[config.mk]
export PLATFORM = sky130hd
export DESIGN_NAME = pri_encoder_seq
export DESIGN_NICKNAME = d
export VERILOG_FILES = /design/src/rtl/pri_encoder_seq.sv
export SDC_FILE = /design/constraint.sdc
export NUM_CORES = 1
export LEC_CHECK = 0
export ABC_AREA = 1
export CORE_AREA = 2 2 42 44
export CTS_CLUSTER_DIAMETER = 80
export DETAILED_ROUTE_END_ITERATION = 6
export DIE_AREA = 0 0 44 46
export GPL_TIMING_DRIVEN = 1
export PLACE_DENSITY = 0.75
export RECOVER_POWER = 25
export SLEW_MARGIN = 5
export SYNTH_ARGS = -nofsm -noshare
export SYNTH_HDL_FRONTEND = slang
export SYNTH_SLANG_ARGS = --single-unit
[constraint.sdc]
create_clock -name clk -period 2.75 [get_ports clk]
set_input_delay 0.825 -clock clk [delete_from_list [all_inputs] [get_ports clk]]
set_output_delay 0.825 -clock clk [all_outputs]
set_load 0.05 [all_outputs]
[src/rtl/pri_encoder_seq.sv]
// ----------------------------------------------------------------------------
// pri_encoder_seq
//   Registered N:log2(N) priority encoder with sticky request capture and a
//   valid/ready output handshake. Request pulses are collected into a pending
//   vector; one encoded index is issued per handshake, highest priority first.
//
// Parameters
//   N          number of request lines (N >= 2)
//   MSB_FIRST  1: highest set index wins; 0: lowest set index wins
//
// Ports
//   clk        in   1      rising-edge clock
//   rst        in   1      synchronous reset, active-high
//   req_in     in   N      request lines, single-cycle pulses are captured
//   req_mask   in   N      selection mask (only with PRI_ENC_MASK_EN)
//   clr        in   1      synchronous flush of pending requests and output
//   out_ready  in   1      consumer accepts out_idx
//   out_valid  out  1      out_idx is valid
//   out_idx    out  IDX_W  encoded index of the selected request
//   pend       out  N      registered pending-request vector
//
// Build option
//   PRI_ENC_MASK_EN  adds req_mask; masked bits are captured but not selected.
// ----------------------------------------------------------------------------
module pri_encoder_seq #(
    parameter int N         = 8,
    parameter bit MSB_FIRST = 1'b1
) (
    input  logic                 clk,
    input  logic                 rst,
    input  logic [N-1:0]         req_in,
`ifdef PRI_ENC_MASK_EN
    input  logic [N-1:0]         req_mask,
`endif
    input  logic                 clr,
    input  logic                 out_ready,
    output logic                 out_valid,
    output logic [$clog2(N)-1:0] out_idx,
    output logic [N-1:0]         pend
);

    localparam int IDX_W = $clog2(N);

    typedef enum logic {
        S_IDLE = 1'b0,
        S_HOLD = 1'b1
    } state_t;

    state_t             r_state;
    state_t             w_state_nxt;
    logic               r_valid;
    logic               w_valid_nxt;
    logic [IDX_W-1:0]   r_idx;
    logic [IDX_W-1:0]   w_idx_nxt;
    logic [N-1:0]       r_pend;
    logic [N-1:0]       w_pend_nxt;
    logic [N-1:0]       w_mask;
    logic [N-1:0]       w_idx_oh;
    logic [N-1:0]       w_done;
    logic [N-1:0]       w_elig_idle;
    logic [N-1:0]       w_elig_hs;
    logic               w_hs;

    // Later hits overwrite earlier ones, so the scan direction sets priority.
    function automatic logic [IDX_W-1:0] pick(input logic [N-1:0] v);
        logic [IDX_W-1:0] s;
        s = '0;
        if (MSB_FIRST) begin
            for (int unsigned i = 0; i < N; i++) begin
                if (v[i]) s = IDX_W'(i);
            end
        end else begin
            for (int unsigned i = N; i > 0; i--) begin
                if (v[i-1]) s = IDX_W'(i - 1);
            end
        end
        return s;
    endfunction

`ifdef PRI_ENC_MASK_EN
    assign w_mask = req_mask;
`else
    assign w_mask = '0;
`endif

    assign w_idx_oh    = N'(1) << r_idx;
    assign w_hs        = r_valid & out_ready;
    assign w_done      = w_hs ? w_idx_oh : '0;
    // Set wins: a bit re-requested in its own handshake cycle stays pending.
    assign w_pend_nxt  = (r_pend & ~w_done) | req_in;
    assign w_elig_idle = r_pend & ~w_mask;
    // Next grant after a handshake sees registered P minus the granted bit only;
    // same-cycle arrivals wait a cycle.
    assign w_elig_hs   = r_pend & ~w_idx_oh & ~w_mask;

    always_comb begin
        w_state_nxt = r_state;
        w_valid_nxt = r_valid;
        w_idx_nxt   = r_idx;
        case (r_state)
            S_IDLE: begin
                w_valid_nxt = 1'b0;
                if (w_elig_idle != '0) begin
                    w_idx_nxt   = pick(w_elig_idle);
                    w_valid_nxt = 1'b1;
                    w_state_nxt = S_HOLD;
                end
            end
            S_HOLD: begin
                w_valid_nxt = 1'b1;
                if (w_hs) begin
                    if (w_elig_hs != '0) begin
                        w_idx_nxt = pick(w_elig_hs);
                    end else begin
                        w_valid_nxt = 1'b0;
                        w_state_nxt = S_IDLE;
                    end
                end
            end
            default: begin
                w_valid_nxt = 1'b0;
                w_state_nxt = S_IDLE;
            end
        endcase
    end

    always_ff @(posedge clk) begin
        if (rst || clr) begin
            r_state <= S_IDLE;
            r_valid <= 1'b0;
            r_idx   <= '0;
            r_pend  <= '0;
        end else begin
            r_state <= w_state_nxt;
            r_valid <= w_valid_nxt;
            r_idx   <= w_idx_nxt;
            r_pend  <= w_pend_nxt;
        end
    end

    assign out_valid = r_valid;
    assign out_idx   = r_idx;
    assign pend      = r_pend;

endmodule

==> results of run 1 <==
[sequential cells by signal, summed over array words and instances (netlist names)]
signal     cells
pend           8
out_idx        3
out_valid      1
[kinds of logic after synthesis]
family / after synthesis / share of synthesized area (%)
flops: 12 / 36.0
buf+inv: 12 / 6.74
compound gates: 27 / 23.4
simple gates: 49 / 33.9
[cells in the mapped netlist]
cell type	instances
a21oi_1	20
a21oi_2	1
clkbuf_1	1
dfxtp_1	12
inv_1	10
inv_2	1
nand2_1	16
nand2_2	3
nand2_4	1
nand3_1	10
nand3_2	1
nand4_1	1
nor2_1	14
nor2b_1	1
nor3_1	1
o21ai_0	3
o21ai_1	1
o21ai_4	1
o21bai_2	1
or2_2	1
[routing by layer]
layer / up-vias / wire length (microns) / global-route usage, %
met3: 9 / 109 / 3.97
met2: 29 / 845 / 31.8
li1: 390 / - / -
met1: 334 / 768 / 21.6
met5: - / 0 / 0
met4: 0 / 72 / 14.5
[worst paths after layout]
check	depth (start not counted)	slack, ns	startpoint	to
max	1	0.34	out_valid	out_valid
max reg2reg	9	1.29	out_idx[0]	out_idx[0]
min	2	0.55	pend[0]	pend[0]
min reg2reg	2	0.55	pend[0]	pend[0]
[final cells by class]
class                           instances  area [sq um]  area share [%]
Multi-Input combinational cell         76           383            40.8
Timing Repair Buffer                   23           230            24.5
Clock buffer                            3          22.5            2.40
Sequential cell                        12           240            25.6
Inverter                               11          41.3            4.40
Tap cell                               17          21.3            2.27
[per-stage QoR]
stage                     util [%]  hold slack [ns]  std cells
after floorplan                  -            0.736        100
after global placement        56.7            0.537        139
after detailed placement      56.7            0.538        139
after CTS                     58.1            0.553        142
after global routing          58.1            0.611        142
final                         58.1            0.553        142
[report_power, final]
part	switching [mW]	internal (mW)	leakage [nW]
Sequential	0.0171	0.185	0.0989
Combinational	0.101	0.0656	0.271
Clock	0.0581	0.0509	0.0138
Total	0.176	0.302	0.384
==> results by group, run 1 <==
Status
  – Status: completed

Synthesis
  – Synth top area share: 36.0%
  – Syn_area_per_cell: between 6 and 7 sq um
  – Register area share after synthesis: approximately 36%
  – Post-synthesis net count: between 100 and 150
  – Synthesis warning total: 0
  – Cell taking the most area after synthesis: dfxtp_1
  – Top cells by area, synth: dfxtp_1 (36%), a21oi_1 (15%), nand2_1 (9.0%)
  – #FFs+latches synth: 12
  – Cell Area, Synth: roughly 670 sq um
  – Yosys cell types: 20
  – Cells after Synth: 100

Setup path
  – Critical path type: reg -> out
  – Crit path DAT: ~1.6 ns
  – Buf+Inv Stages, Crit Path: 1
  – Critical path fanouts, max: 7
  – CP Cell Sequence: clkdlybuf4s50_1
  – Data required, critical path: 1.93 ns
  – Crit path largest cell delay: ~0.85 ns
  – Startpoint Class: flop
  – Crit end category: output pin
  – CP top delay family: buffers and inverters
  – CP max-delay cell: clkdlybuf4s50_1

CTS
  – Clock root buffer: clkbuf_4
  – CTS tree: yes
  – H-tree Lvls: 1
  – Clk pin slew, worst setup/hold paths: approximately 0.070 ns
  – # hold bufs at CTS: 0
  – Worst skew pair latency: roughly 0.28 ns
  – CTS max path bufs: 2
  – Post-CTS setup buffer count: 0
  – Clock sinks: 12
  – TritonCTS buffer count: 3
  – Cts repair resizes: 0

STA
  – Max Slew Vio Count: 0
  – Slew at the pin with the worst max-slew slack: approximately 0.50 ns
  – Peak Freq: between 0.4 and 0.5 GHz
  – Count of final hold-check violations: 0
  – Worst Clk Skew: ~0.0014 ns
  – Final period util: between 80% and 90%
  – Endpoints failing setup: 0
  – Setup TNS: 0 ns
  – Final min period: 2.41 ns
  – RSZ-0062 raised after global routing: no
  – Worst setup margin: about 0.34 ns
  – Relative slew slack: 66.8%

Cells and area
  – Layout cell share with drive strength beyond 1: 10.4%
  – Diode count: 0
  – Most common cell after layout, fill and taps aside: clkdlybuf4s50_1
  – Area grow syn2layout: 40.4%
  – Most frequent cells in the layout: clkdlybuf4s50_1 (22), a21oi_1 (20), nand2_1 (16)
  – Fin nets: roughly 140
  – Fillers: 160
  – Final Cell Area: 938 sq um

Detailed routing
  – 1st-pass router iterations: 4
  – Drt initial violations: 12
  – Routed length per instance: 12.6 microns
  – Via count: 762
  – Routed WL: 1.80 mm
  – DRT antenna net count: 0
  – Via/cell ratio: ~5.4
  – Drt drc: 0

Die
  – DIE AREA: 0.00202 sq mm
  – I/O pin total: 24
  – Std-Cell Core Area: approximately 0.0016 sq mm
  – Core Rows: 15
  – Starting Density: around two fifths
  – Die height: approximately 46 microns
  – Die X: 44 microns

Placed design
  – Dpl hpwl: about 1.4 mm
  – Pre-CTS setup slack: 0.649 ns
  – Gpl congestion: 0.838
  – PortBufs: 23
  – Placed instance area: slightly above 900 sq um

Global routing
  – Global-route wire length before repair: about 2.8 mm
  – Vias in the first global route: 673
  – Initial antenna violation count: 0
  – Largest net degree at the start of global routing: 12
  – Total GRT Usage: about a fifth
  – Total grt overflow: 0

Pwr
  – Pwr Density: slightly above 500 mW/mm^2
  – Worst vdd ir: ~0.00028 V
  – Power Total: 478 uW
  – P_leak: ~0.38 nW

Min path
  – Worst hold path type: reg -> reg

Flow run
  – Max-cap viol count: 0
Note: power is estimated with default switching activity, not from simulation.
==> run 2: changes to the inputs <==
GPL_TIMING_DRIVEN = not set   (was 1)
==> results of run 2 <==
No change in the layout: final DEF, timing and power equal those of run 1.
